**src/rtl/aes_hex_scroller_pkg.sv**
```systemverilog
// Shared constants, state encoding and nibble select for the AES hex display scroller.
package aes_hex_scroller_pkg;

  localparam int unsigned AES_NIBBLES = 32;
  localparam int unsigned AES_BLOCK_W = 128;

  typedef enum logic [0:0] {
    StIdle,
    StShow
  } scroll_state_e;

  // Nibble 0 is the most significant nibble of the block.
  function automatic logic [3:0] nib(input logic [AES_BLOCK_W-1:0] data, input logic [4:0] idx);
    logic [AES_BLOCK_W-1:0] sh;
    sh = data << {idx, 2'b00};
    return sh[AES_BLOCK_W-1 -: 4];
  endfunction

endpackage

```
**src/rtl/aes_hex_scroller_tick_gen.sv**
```systemverilog
// Scroll-rate prescaler: counts 0..TICKS_PER_STEP-1 while run is high and pulses step on
// the terminal count. restart zeroes the count; the count holds while run is low.
module aes_hex_scroller_tick_gen #(
  parameter int unsigned TICKS_PER_STEP = 50_000_000
) (
  input  logic clk,
  input  logic rst,
  input  logic run,
  input  logic restart,
  output logic step
);

  localparam int unsigned TW = $clog2(TICKS_PER_STEP + 1);
  localparam logic [TW-1:0] LastTick = TW'(TICKS_PER_STEP - 1);

  logic [TW-1:0] timer_q, timer_d;

  assign step = run && (timer_q == LastTick);

  // Next timer value: restart beats counting, wrap to zero on the terminal count.
  always_comb begin
    timer_d = timer_q;
    if (restart) begin
      timer_d = '0;
    end else if (run) begin
      timer_d = step ? '0 : timer_q + TW'(1);
    end
  end

  // Timer register.
  always_ff @(posedge clk) begin
    if (rst) begin
      timer_q <= '0;
    end else begin
      timer_q <= timer_d;
    end
  end

endmodule

```
**src/rtl/aes_hex_scroller.sv**
```systemverilog
// Captures a 128-bit AES block and scrolls a NUM_DIGITS-nibble window across it for the
// per-digit 7-segment decoders. Optional macro SCROLL_PAUSE_EN adds a pause input that
// freezes scrolling while in SHOW.
module aes_hex_scroller
  import aes_hex_scroller_pkg::*;
#(
  parameter int unsigned NUM_DIGITS     = 6,
  parameter int unsigned TICKS_PER_STEP = 50_000_000
) (
  input  logic                    clk,
  input  logic                    rst,
  input  logic                    load,
  input  logic                    clear,
  input  logic [AES_BLOCK_W-1:0]  data_in,
`ifdef SCROLL_PAUSE_EN
  input  logic                    pause,
`endif
  output logic [4*NUM_DIGITS-1:0] digits,
  output logic [NUM_DIGITS-1:0]   digit_en,
  output logic [4:0]              offset,
  output logic                    wrapped
);

  scroll_state_e          state_q, state_d;
  logic [AES_BLOCK_W-1:0] data_q, data_d;
  logic [4:0]             offset_q, offset_d;
  logic                   wrapped_d;
  logic [4*NUM_DIGITS-1:0] digits_d;
  logic [NUM_DIGITS-1:0]  digit_en_d;
  logic                   scroll_hold;
  logic                   run;
  logic                   restart;
  logic                   step;

`ifdef SCROLL_PAUSE_EN
  assign scroll_hold = pause;
`else
  assign scroll_hold = 1'b0;
`endif

  // clear outranks load; neither lets the prescaler advance in that cycle.
  assign restart = load & ~clear;
  assign run     = (state_q == StShow) & ~clear & ~load & ~scroll_hold;

  aes_hex_scroller_tick_gen #(
    .TICKS_PER_STEP(TICKS_PER_STEP)
  ) u_tick_gen (
    .clk    (clk),
    .rst    (rst),
    .run    (run),
    .restart(restart),
    .step   (step)
  );

  // Next state, captured block, offset and the registered display outputs.
  always_comb begin
    state_d    = state_q;
    data_d     = data_q;
    offset_d   = offset_q;
    wrapped_d  = 1'b0;
    digits_d   = '0;
    digit_en_d = '0;

    if (clear) begin
      state_d = StIdle;
    end else if (load) begin
      data_d   = data_in;
      offset_d = '0;
      state_d  = StShow;
    end else if (step) begin
      offset_d  = offset_q + 5'd1;
      wrapped_d = (offset_q == 5'd31);
    end

    // Display reflects the post-edge state so a load is visible on the same edge.
    if (state_d == StShow) begin
      digit_en_d = '1;
      for (int k = 0; k < NUM_DIGITS; k++) begin
        digits_d[4*k +: 4] = nib(data_d, offset_d + 5'(NUM_DIGITS - 1 - k));
      end
    end
  end

  // State and output registers.
  always_ff @(posedge clk) begin
    if (rst) begin
      state_q  <= StIdle;
      data_q   <= '0;
      offset_q <= '0;
      wrapped  <= 1'b0;
      digits   <= '0;
      digit_en <= '0;
    end else begin
      state_q  <= state_d;
      data_q   <= data_d;
      offset_q <= offset_d;
      wrapped  <= wrapped_d;
      digits   <= digits_d;
      digit_en <= digit_en_d;
    end
  end

  assign offset = offset_q;

endmodule

```
**config.mk**
```make
export PLATFORM = sky130hd
export DESIGN_NAME = aes_hex_scroller
export DESIGN_NICKNAME = d
export VERILOG_FILES = /design/src/rtl/aes_hex_scroller_pkg.sv /design/src/rtl/aes_hex_scroller_tick_gen.sv /design/src/rtl/aes_hex_scroller.sv
export SDC_FILE = /design/constraint.sdc
export NUM_CORES = 1
export LEC_CHECK = 0
export BUFFER_PORTS_ARGS = -buffer_cell sky130_fd_sc_hd__buf_2
export CAP_MARGIN = 0
export CORE_MARGIN = 4
export CORE_UTILIZATION = 40
export DETAILED_ROUTE_END_ITERATION = 16
export HOLD_SLACK_MARGIN = 0.06
export SYNTH_ARGS = -nofsm -noshare
export SYNTH_HDL_FRONTEND = slang
export SYNTH_SLANG_ARGS = --single-unit
```
**constraint.sdc**
```tcl
create_clock -name clk -period 5.6 [get_ports clk]
set_input_delay 1.4 -clock clk [delete_from_list [all_inputs] [get_ports clk]]
set_output_delay 1.4 -clock clk [all_outputs]
set_load 0.05 [all_outputs]
```
# == Word level (Yosys, flattened, before mapping) ==
# Index checks and enable logic that the tools add are counted.
# classes
eq_ne,2
reduce_logical,4
bitwise,7
add_sub_neg,7
mux,9
n_shift,6
# op_table
op,count
128-bit by 7-bit left shift with 128-bit output,6
128-bit two-way mux,2
26-bit by 1-bit adder with 26-bit output (second input constant),1
26-bit equality test (second input constant),1
26-bit two-way mux,1
5-bit two-way mux,3
5-bit by 1-bit adder with 5-bit output (second input constant),2
5-bit by 2-bit adder with 5-bit output (second input constant),2
5-bit by 3-bit adder with 5-bit output (second input constant),2
6-bit two-way mux,1
5-bit equality test (second input constant),1
1-bit NOT,4
2-bit OR reduction,2
4-bit OR reduction,1
1-bit AND,3
1-bit two-way mux,2
1-bit logical AND,1
# word_totals
output_inout_bits,36
word_cells,42
register_bits,191
inputBits,132

# == Logic depth before layout (Yosys ltp) ==
# depth
ltp_word,9
ltp_mapped,20
ltp_nobuf,14

# == Cells and area by module ==
# A second synthesis with hierarchy kept.
# unflattened
hier_cells,1326
hier_area_um2,12020.3
# modules_own_cells
module,area_each_um2,n_inst,seq_area_each_um2,cells_each
aes_hex_scroller,10676.5,1,3183.1,1170
aes_hex_scroller_tick_gen,1343.8,1,520.5,156

# == Worst setup path before layout ==
# OpenSTA, ideal clock, no wires.
# synth_path
kind,input -> register
start,input port clear
end,register digits[17]
setup_slack_ns,0.050
arrival_ns,5.465
cell_stages,18
required_time_ns,5.514
n_path_buf,8
setup_ns,0.086
path_cell_list,buf_2 nand4bb_1 or4_1 clkbuf_1 o21ai_2 and3_1 buf_4 inv_4 buf_2 buf_2 buf_1 ha_1 clkbuf_1 inv_1 clkbuf_1 mux2_2 mux4_2 a211oi_1
# synth_between
elab_chain_len,9
elab_cells_between_ends,13
cone_classes,add/sub (1); shift (1); mux (5); bitwise (4); reduce/logical (2)
# synth_rtl
item,line,rtl
start: declaration,aes_hex_scroller.sv:13,"input logic clear,"
1-bit NOT,aes_hex_scroller.sv:43,assign run = (state_q == StShow) & ~clear & ~load & ~scroll_hold;
1-bit AND (2 in a row),aes_hex_scroller.sv:43,
1-bit logical AND,aes_hex_scroller_tick_gen.sv:18,assign step = run && (timer_q == LastTick);
5-bit two-way mux,aes_hex_scroller.sv:70,end else if (step) begin
5-bit two-way mux,aes_hex_scroller.sv:66,end else if (load) begin
5-bit two-way mux (*),aes_hex_scroller.sv:64,if (clear) begin
net offset_d[1],aes_hex_scroller.sv:26,"logic [4:0] offset_q, offset_d;"
5-bit by 1-bit adder with 5-bit output (*),aes_hex_scroller.sv:79,"digits_d[4*k +: 4] = nib(data_d, offset_d + 5'(NUM_DIGITS - 1 - k));"
128-bit by 7-bit left shift with 128-bit output (*),aes_hex_scroller_pkg.sv:15,"sh = data << {idx, 2'b00};"
end signal: assignment,aes_hex_scroller.sv:98,digits <= digits_d;
end: declaration,aes_hex_scroller.sv:18,"output logic [4*NUM_DIGITS-1:0] digits,"
# The timed path passes the listed nets; every way through them passes the cells marked *.
# A chain may end at the register's enable or synchronous reset.

# == Final worst setup path ==
# layout_path
start,input port load
end,register digits[15]
# layout_between
elab_chain_len,8
elab_cells_between_ends,14
cone_classes,add/sub (1); shift (1); mux (7); bitwise (3); reduce/logical (2)
# layout_rtl
item,line,rtl
start: declaration,aes_hex_scroller.sv:12,"input logic load,"
1-bit NOT,aes_hex_scroller.sv:43,
1-bit AND,aes_hex_scroller.sv:43,
1-bit logical AND,aes_hex_scroller_tick_gen.sv:18,
5-bit two-way mux,aes_hex_scroller.sv:70,
5-bit two-way mux,aes_hex_scroller.sv:66,
5-bit two-way mux,aes_hex_scroller.sv:64,
5-bit by 2-bit adder with 5-bit output,aes_hex_scroller.sv:79,
128-bit by 7-bit left shift with 128-bit output,aes_hex_scroller_pkg.sv:15,
# Several ways; a longest one is shown, not always the timed one.

==> flow_summary.yaml <==
finish:
  final-seq-area_um2: 3700
  multiInputGateArea_um2: 8060
  finalInstanceArea_um2: 14100
  nFillCells: 3073
  fin_nets: 1765
  diodes: 0
  postLayoutCoreUtil_pct: 46.1
  drive_above_1_share_pct: 18.7
  area.growth.synth_to_final_pct: 13.6
worst_setup_path:
  critPathCaptureType: "register"
  rr_startpoint: "u_tick_gen.timer_q[7]$_SDFFE_PP0P_"
  regToRegSetupSlack_ns: 1.00
  cp_data_arrival_time_ns: 5.26
  r2r_cells: 14
  critical_path_required_time_ns: 5.96
  r2r_end: "digits[15]$_SDFF_PP0_"
  worst-setup-path-type: "in -> reg"
  critPathLaunchType: "input pin"
  cp_max_fo: 17
sta:
  whs_ns: 0.474
  timing.max_slew.rel_slack_pct: 26.7
  worst_clock_skew_ns: 0.0226
  rsz0062_at_grt: "false"
  setup_tns_ns: 0
  period_minus_slack_ns: 4.90
  final_worst_path_cycle_share_pct: 87.5
  tightest_slew_ns: 1.09
  final-hold-violation-count: 0
  finalSetupViolCount: 0
  fmax_mhz: 204
  total_count_of_max_transition_violations_in_the_final_report: 0
power:
  power.switching_fraction_pct: 29.0
  cellPowerDensity_nw_per_um2: 222
  fin_total_pwr_mw: 3.12
  internal-power_mw: 2.22
  total_leakage_power_nw: 5.53
  sequentialPowerShare_pct: 44.5
  power_frac_clock_pct: 40.1
  peakVddDrop_uv: 228
  power.combinational.fraction_pct: 15.4
  p_sw_uw: 906
grt:
  number_of_antenna_violations_at_the_first_check_in_global_routing: 0
  global_route.overflow_total: 0
  grt_start_max_net_pins: 113
  track_usage_pct: 27.0
  grt_pass1_vias: 11800
  grt_pass1_wl_um: 70500
cts:
  hold_buffers: 0
  max-clock-path-buffers: 2
  postCtsSetupRepairBufs: 0
  cts_made_buffers: 17
  htreeDepth: 4
  clock_tree_from_tritoncts: "done"
  cts.sink_count: 185
  post_cts.resized_instances: 0
  cts.clk_slew.worst_paths_ns: 0.08
  worst_skew_pair.late_latency_ns: 0.47
  cts_root_buffer: "sky130_fd_sc_hd__clkbuf_16"
place:
  dp_hpwl_um: 34100
  area_after_detailed_placement_um2: 13500
  buffer_ports.inserted: 167
  gp_congestion: 1.04
synth:
  synth_ff_type: "sky130_fd_sc_hd__dfxtp_1"
  postSynthNetCount: 1674
  synth-seq-area-share_pct: 29.8
  synth_cells: 1536
  flops_latches_synth: 185
  postSynthAreaPerCell_um2: 8.08
  synth-edff-count: 0
  share_of_synthesized_registers_carrying_an_async_set_or_reset_pct: 0
  netlist_area_um2: 12400
  post_synth_num_cell_types: 85
  synth.yosys.warnings: 0
route:
  drt_iter0_markers: 1410
  first_pass_iters: 6
  total_drc_errors_in_the_routed_layout: 0
  route.antenna.remaining_nets: 0
  detailroute.via_count: 12500
  wl_per_cell_um: 22.9
  routed_wl_um: 46600
  via_per_inst: 6.14
min_path:
  worst_hold_path_cells: 2
  hold_path.class: "reg -> reg"
  hold_path_end: "data_q[75]$_SDFF_PP0_"
  timing.hold.worst.start: "data_q[75]$_SDFF_PP0_"
floorplan:
  die_y_um: 184
  floorplan.die.width_um: 184
  placeableCoreArea_um2: 30600
  floorplan.die_area_um2: 33900
  effective_utilization_at_floorplan_pct: 40.6
  top_level_pins: 168
  row_count: 64
run:
  max_cap_viols: 0
run_status:
  result_of_the_run: "finished clean"
-- routing by layer --
metal / global-route usage, % / up-vias / part of all wire [%]
met5: 0 / - / 0
met4: 10.1 / 0 / 3.7
met3: 5.45 / 99 / 8.7
met2: 40.8 / 647 / 44
met1: 38.1 / 5931 / 44
li1: - / 5808 / -
-- cell usage after synthesis (11+ instances only) --
cell type                  count  share of area [%]
sky130_fd_sc_hd__o211ai_1     16               0.97
sky130_fd_sc_hd__and3_1       22                1.1
sky130_fd_sc_hd__buf_4        12               0.73
sky130_fd_sc_hd__a31oi_1      28                1.4
sky130_fd_sc_hd__nand3_1      48                1.9
sky130_fd_sc_hd__clkbuf_1     78                2.4
sky130_fd_sc_hd__buf_2        28                1.1
sky130_fd_sc_hd__nor3_1       26                1.0
sky130_fd_sc_hd__nor4_1       11               0.55
sky130_fd_sc_hd__inv_1        13               0.39
sky130_fd_sc_hd__buf_1        15               0.45
sky130_fd_sc_hd__nor2_1      191                5.8
sky130_fd_sc_hd__xor2_1       21                1.5
sky130_fd_sc_hd__mux2i_1     201                 16
sky130_fd_sc_hd__nand4_1      14               0.71
sky130_fd_sc_hd__o21ai_0      53                2.1
sky130_fd_sc_hd__xnor2_1      11               0.78
sky130_fd_sc_hd__a211oi_1     69                4.2
sky130_fd_sc_hd__mux4_2       23                4.2
sky130_fd_sc_hd__a21oi_1     106                4.3
sky130_fd_sc_hd__nand2_1     184                5.6
sky130_fd_sc_hd__dfxtp_1     185                 30
-- flip-flops by register name, summed over array words and instances (netlist names) --
register and count:
wrapped 1, digits 24, offset 5, data_q 128
digit_en 1, u_tick_gen.timer_q 26
-- area by class of cell --
cell class / count / area share, %
multi-input combinational: 1196 / 57.2
sequential: 185 / 26.3
timing repair buffer: 210 / 8.41
tap: 396 / 3.52
clock buffer: 18 / 3.12
clock inverter: 12 / 1.01
inverter: 17 / 0.506
-- cell families (layout without fill, tap and decap cells) --
kind of cell	count (synthesis)	in the layout	share of synthesized area [%]
buffers and inverters	155	257	5.70
XOR/XNOR	34	34	2.70
multiplexers	233	233	21.2
AND/OR/NAND/NOR	546	546	20.0
flip-flops	185	185	29.8
AO/OA/AOI/OAI	376	376	19.9
adder cells (fa/ha/maj)	7	7	0.685
-- power groups by stage --
stage | registers, mW | logic (mW) | clock network, mW
floorplan | 1.42 | 0.292 | 0
global placement | 1.42 | 0.469 | 0
detailed placement | 1.42 | 0.472 | 0
CTS | 1.39 | 0.475 | 1.28
global route | 1.39 | 0.516 | 1.33
finish | 1.39 | 0.480 | 1.25
-- worst max-delay path: stages --
cell	delay (ns)
sky130_fd_sc_hd__buf_2	0.18
sky130_fd_sc_hd__nand4bb_1	0.27
sky130_fd_sc_hd__or4_1	0.56
sky130_fd_sc_hd__buf_4	0.21
sky130_fd_sc_hd__nor4_4	0.29
sky130_fd_sc_hd__mux2i_4	0.12
sky130_fd_sc_hd__clkinv_4	0.17
sky130_fd_sc_hd__ha_1	0.29
sky130_fd_sc_hd__inv_1	0.06
sky130_fd_sc_hd__a31o_2	0.25
sky130_fd_sc_hd__xnor2_1	0.60
sky130_fd_sc_hd__buf_4	0.29
sky130_fd_sc_hd__nand2_1	0.06
sky130_fd_sc_hd__nand2_1	0.06
sky130_fd_sc_hd__a22oi_1	0.06
sky130_fd_sc_hd__o41ai_1	0.40
-- cells in the final DEF (no fill, tap or decap), types with 6 or more instances in the layout --
cell type,Yosys,layout
sky130_fd_sc_hd__xnor2_1,11,10
sky130_fd_sc_hd__mux2_2,8,8
sky130_fd_sc_hd__nor3_1,26,26
sky130_fd_sc_hd__nand4_1,14,14
sky130_fd_sc_hd__and3_1,22,21
sky130_fd_sc_hd__buf_4,12,42
sky130_fd_sc_hd__mux4_2,23,23
sky130_fd_sc_hd__nand2_1,184,184
sky130_fd_sc_hd__o31ai_1,8,8
sky130_fd_sc_hd__o2111ai_1,7,7
sky130_fd_sc_hd__mux2i_1,201,201
sky130_fd_sc_hd__o22ai_1,8,8
sky130_fd_sc_hd__xor2_1,21,21
sky130_fd_sc_hd__clkbuf_16,0,17
sky130_fd_sc_hd__nor4_1,11,11
sky130_fd_sc_hd__buf_2,28,166
sky130_fd_sc_hd__o21ai_0,53,53
sky130_fd_sc_hd__or4_1,6,6
sky130_fd_sc_hd__dfxtp_1,185,185
sky130_fd_sc_hd__o211ai_1,16,16
sky130_fd_sc_hd__a21oi_1,106,106
sky130_fd_sc_hd__nor2b_1,7,6
sky130_fd_sc_hd__ha_1,6,6
sky130_fd_sc_hd__inv_1,13,13
sky130_fd_sc_hd__a31o_2,7,7
sky130_fd_sc_hd__a211oi_1,69,69
sky130_fd_sc_hd__nand3_1,48,48
sky130_fd_sc_hd__a22oi_1,7,7
sky130_fd_sc_hd__o32ai_1,8,8
sky130_fd_sc_hd__nor2_1,191,191
sky130_fd_sc_hd__a31oi_1,28,28
-- worst max path at each step --
stage / startpoint / endpoint / slack [ns] / cells after the start
2_1_floorplan: clear / digits[17]$_SDFF_PP0_ / 0.05 / 18
3_3_place_gp: load / digits[6]$_SDFF_PP0_ / 0.51 / 12
3_5_place_dp: load / digits[15]$_SDFF_PP0_ / 0.36 / 16
4_1_cts: load / digits[15]$_SDFF_PP0_ / 0.80 / 16
5_1_grt: load / digits[15]$_SDFF_PP0_ / 0.49 / 16
6_report: load / digits[15]$_SDFF_PP0_ / 0.70 / 16
-- per-stage QoR --
stage,std cells,worst slack [ns]
after global routing,2034,0.493
after global placement,2004,0.511
after floorplan,1536,0.0496
final,2034,0.701
after CTS,2034,0.804
after detailed placement,2004,0.361
No activity file was read; power rests on OpenSTA's default activity.
